$ cat src/rtl/bcd_accumulator.sv
// rtl/bcd_accumulator.sv - N-digit BCD accumulator with rippled decimal carry/borrow
// Optional build macro BCD_ACC_WRAP_EN: terminal carry wraps modulo 10^DIGITS instead of saturating.
module bcd_accumulator #(
    parameter int DIGITS = 4,
    localparam int PW = ($clog2(DIGITS) < 1) ? 1 : $clog2(DIGITS)
) (
    input  logic                clk,
    input  logic                reset,
    input  logic                load,
    input  logic [4*DIGITS-1:0] load_value,
    input  logic                in_valid,
    input  logic [4:0]          delta,
    input  logic [PW-1:0]       pos,
    output logic                in_ready,
    output logic [4*DIGITS-1:0] value,
    output logic                done,
    output logic                overflow,
    output logic                underflow,
    output logic                err
);

    typedef enum logic {IDLE, RIPPLE} state_t;

    state_t              state;
    logic [PW-1:0]       cursor;
    logic                carry_neg;

    int                  sel_i;
    logic [4:0]          addend;
    logic [3:0]          digit;
    logic signed [5:0]   s;
    logic                step_up;
    logic                step_dn;
    logic [3:0]          new_digit;
    logic [4*DIGITS-1:0] stepped;
    logic [4*DIGITS-1:0] load_sat;
    logic                terminal;
    logic                delta_ok;
    logic                pos_ok;
    logic                go;

    assign in_ready = (state == IDLE);

    // One digit adder shared by the accepting edge (delta at pos) and every ripple cycle (carry at cursor).
    always_comb begin
        sel_i = 0;
        if (state == RIPPLE)
            sel_i = int'(cursor);
        else if (int'(pos) < DIGITS)
            sel_i = int'(pos);
        addend    = (state == RIPPLE) ? (carry_neg ? 5'b11111 : 5'b00001) : delta;
        digit     = value[4*sel_i +: 4];
        s         = $signed({2'b00, digit}) + $signed({addend[4], addend});
        step_up   = (s > 6'sd9);
        step_dn   = (s < 6'sd0);
        // Modulo-16 arithmetic on the low nibble gives the exact +/-10 correction for s in -9..18.
        if (step_dn)
            new_digit = s[3:0] + 4'd10;
        else if (step_up)
            new_digit = s[3:0] - 4'd10;
        else
            new_digit = s[3:0];
        stepped = value;
        stepped[4*sel_i +: 4] = new_digit;
        terminal = (step_up || step_dn) && (sel_i == DIGITS - 1);
        delta_ok = ($signed(delta) >= -5'sd9) && ($signed(delta) <= 5'sd9);
        pos_ok   = (int'(pos) < DIGITS);
        go = (state == RIPPLE) || (!load && in_valid && delta_ok && pos_ok);
        for (int i = 0; i < DIGITS; i++)
            load_sat[4*i +: 4] = (load_value[4*i +: 4] > 4'd9) ? 4'd9 : load_value[4*i +: 4];
    end

    always_ff @(posedge clk) begin
        if (reset) begin
            state     <= IDLE;
            value     <= '0;
            cursor    <= '0;
            carry_neg <= 1'b0;
            done      <= 1'b0;
            overflow  <= 1'b0;
            underflow <= 1'b0;
            err       <= 1'b0;
        end else begin
            done      <= 1'b0;
            overflow  <= 1'b0;
            underflow <= 1'b0;
            err       <= 1'b0;
            if (state == IDLE && load) begin
                value <= load_sat;
                done  <= 1'b1;
            end else if (state == IDLE && in_valid && !(delta_ok && pos_ok)) begin
                err <= 1'b1;
            end else if (go) begin
                if (terminal) begin
`ifdef BCD_ACC_WRAP_EN
                    value <= stepped;
`else
                    value <= step_up ? {DIGITS{4'h9}} : '0;
`endif
                    overflow  <= step_up;
                    underflow <= step_dn;
                    done      <= 1'b1;
                    state     <= IDLE;
                end else if (step_up || step_dn) begin
                    value     <= stepped;
                    cursor    <= PW'(sel_i + 1);
                    carry_neg <= step_dn;
                    state     <= RIPPLE;
                end else begin
                    value <= stepped;
                    done  <= 1'b1;
                    state <= IDLE;
                end
            end
        end
    end

endmodule

$ cat config.mk
export PLATFORM = sky130hd
export DESIGN_NAME = bcd_accumulator
export DESIGN_NICKNAME = d
export VERILOG_FILES = /design/src/rtl/bcd_accumulator.sv
export SDC_FILE = /design/constraint.sdc
export NUM_CORES = 1
export LEC_CHECK = 0
export CORE_MARGIN = 4
export CORE_UTILIZATION = 25
export DETAILED_ROUTE_END_ITERATION = 10
export HOLD_SLACK_MARGIN = 0.02
export PLACE_DENSITY = 0.47
export RECOVER_POWER = 25
export SYNTH_ARGS = -nofsm -noshare
export SYNTH_HDL_FRONTEND = slang
export SYNTH_SLANG_ARGS = --single-unit
$ cat constraint.sdc
create_clock -name clk -period 5.55 [get_ports clk]
set_clock_uncertainty 0.05 [all_clocks]
set_input_delay 1.11 -clock clk [delete_from_list [all_inputs] [get_ports clk]]
set_output_delay 1.11 -clock clk [all_outputs]
set_load 0.1 [all_outputs]
==> results.json <==
{
  "gp_congestion": 0.8386,
  "worstSetupStartpointType": "primary input",
  "core_area_sq_mm": 0.006944,
  "initial_core_util": 0.2622,
  "fp.dieArea_sq_mm": 0.008711,
  "cts_hold_buf": 0,
  "path_max_fanout": 14,
  "yosysMostFrequentCell": "nor2_1",
  "avgSynthCellArea_sq_um": 8.055,
  "port_buffers": 47,
  "synth_cell_types": 47,
  "cts-buffers-inserted": 3,
  "cap_violations": 0,
  "yosysTopAreaCellShare": 0.2639,
  "fin_setup_tns_ns": 0,
  "finalMaxSlewViolations": 0,
  "num_rows": 30,
  "cts_resized": 0,
  "vias": 1865,
  "p_leak_nw": 0.9319,
  "final_util": 0.3503,
  "max_freq_mhz": 212.0,
  "cts_root_buffer": "clkbuf_8",
  "firstDrtPassIters": 4,
  "drive_above_1_share": 0.05948,
  "rsz0062_at_grt": "no",
  "critical_path.top_delay_family": "simple AND/OR/NAND/NOR gates",
  "tightest_slew_ns": 0.9829,
  "remaining_drc_errors": 0,
  "synthTopCellsByArea": "dfxtp_1, ha_1, mux2i_1",
  "clockBufferDepth": 2,
  "synthTopCellsByCount": "nor2_1, dfxtp_1, a211oi_1, inv_1",
  "track_usage": 0.1370,
  "htree_levels": 1,
  "wl_microns": 5861,
  "ys_seq_area_frac": 0.2639,
  "syn_nets": 265,
  "insertion_delay_ns": 0.27,
  "dp_hpwl_microns": 4596,
  "synth_area_sq_mm": 0.001820,
  "antenna_found_initial": 0,
  "async_flop_share": 0,
  "cpPeakStageDelay_ns": 0.46,
  "syn_inst": 226,
  "antenna_cells": 0,
  "crit_path_end_kind": "register",
  "viasPerCell": 5.110,
  "die_w_microns": 93.34,
  "crit_buf_inv": 4,
  "synth_flop_cell": "dfxtp_1",
  "final_nets": 310,
  "layout_setup_ws_ns": 0.8331,
  "finalCriticalPeriod_ns": 4.717,
  "fillers": 750,
  "clk_pin_slew_ns": 0.09,
  "final_cells": 365,
  "yosysTopAreaCell": "dfxtp_1",
  "synth_edf_count": 0,
  "hold_viol": 0,
  "overflow": 0,
  "io_pins": 48,
  "cp_cell_sequence": "clkdlybuf4s50_1, mux2i_1, buf_4, nor2b_1, a211oi_1, a21oi_1, ha_1, inv_1, fa_1, xor2_2, inv_1, ha_1, or3_1, o2111a_1, nor3_2, a22oi_1, a311oi_1",
  "syn_to_final_growth_pct": 33.61,
  "drt_iter0_markers": 123,
  "arrival_ns": 4.84,
  "max-slew-margin-rel": 0.3426,
  "period_share": 0.8499,
  "dp_slack_ns": 0.5295,
  "setup_viol": 0,
  "grt_max_degree": 24,
  "criticalPathCategory": "in2reg",
  "post_cts_buffers": 0,
  "ir_drop_v": 0.0001152,
  "grt_pass1_vias": 1897,
  "dp_cells": 362,
  "clock_sinks": 24,
  "grt_first_pass_wirelength_microns": 9439,
  "worstHoldPathType": "reg2reg",
  "antenna_left": 0,
  "routedWlPerCell_microns": 16.06,
  "outcome": "finished clean",
  "required_ns": 5.68,
  "die_h_microns": 93.34,
  "place_area_sq_mm": 0.002391,
  "cts_tree": "yes",
  "synth-seq-cells": 24,
  "yosys_warnings": 0,
  "cp_slowest_cell": "clkdlybuf4s50_1",
  "cellPowerDensity_mw_per_mm2": 334.1,
  "design_area_sq_mm": 0.002432
}
==> routing by layer <==
metal | GRT usage | wire length [microns] | share of wire | up-vias
li1 | - | - | - | 921
met1 | 0.1814 | 2628 | 0.45 | 877
met2 | 0.2204 | 2733 | 0.47 | 52
met3 | 0.02092 | 309 | 0.053 | 15
met4 | 0.05739 | 190 | 0.032 | 0
met5 | 0 | 0 | 0 | -
==> worst paths after layout <==
check	start	endpoint	slack (ns)	depth (start not counted)
worst max-delay path	pos[1]	value[3]	0.83	17
worst min-delay path	cursor[0]	cursor[0]	0.45	2
worst max register to register	state	value[3]	1.43	15
worst min register to register	cursor[0]	cursor[0]	0.45	2
==> sequential cells by signal, summed over array words and instances (netlist names) <==
signal and cells:
err 1, value 16, cursor 2, carry_neg 1, underflow 1, done 1
state 1, overflow 1
==> cell families (layout without fill, tap and decap cells) <==
group | after synthesis | count (layout) | synth area share
AO/OA/AOI/OAI | 75 | 75 | 0.2942
XOR/XNOR | 2 | 2 | 0.01375
adder cells (fa/ha/maj) | 12 | 12 | 0.08660
buffers and inverters | 24 | 67 | 0.05017
flip-flops | 24 | 24 | 0.2639
multiplexers | 13 | 13 | 0.07148
AND/OR/NAND/NOR | 76 | 76 | 0.2199
==> report_power, final <==
| group | leakage, nW | switching, mW | internal (mW) |
|---|---|---|---|
| registers | 0.197 | 0.0206 | 0.193 |
| logic | 0.713 | 0.337 | 0.155 |
| clock network | 0.0216 | 0.0581 | 0.0487 |
| total | 0.932 | 0.416 | 0.397 |
==> stage by stage <==
stage	hold WS, ns	total power, mW
floorplan	0.4101	0.5762
global placement	0.4292	0.7158
detailed placement	0.4384	0.7131
CTS	0.4601	0.8223
global route	0.4897	0.8654
finish	0.4526	0.8127
==> area by class of cell <==
type	count	area, sq um	area share
well taps	96	120.1	0.04938
flip-flops and latches	24	480.5	0.1975
inverters	15	56.30	0.02315
clock buffers	3	41.29	0.01698
multi-input cells	178	1249	0.5134
repair buffers	49	485.5	0.1996
==> worst reg2reg max path: cells and delay by family (launching register included) <==
kind	cells	cell delay [ns]
buffers and inverters	3	0.38
AOI/OAI and AO/OA	4	0.76
xor gates and xnor gates	1	0.26
DFF	1	0.57
muxes	2	0.33
adders and majority gates	3	0.86
and+or+nand+nor	2	0.83
==> placed cells by master, fill, tap and decap left out, types with 6 or more instances in the layout <==
cell type / synthesis / routed
dfxtp_1: 24 / 24
o21ai_0: 11 / 11
nor2_1: 33 / 33
o21a_1: 6 / 6
a22oi_1: 10 / 10
a21oi_1: 11 / 11
nor2b_1: 7 / 7
dlygate4sd3_1: 0 / 11
mux2i_1: 13 / 13
ha_1: 11 / 11
a211oi_1: 15 / 15
clkdlybuf4s50_1: 0 / 36
inv_1: 15 / 15
nand2_1: 13 / 13
Power figures use the tool's default switching activity.
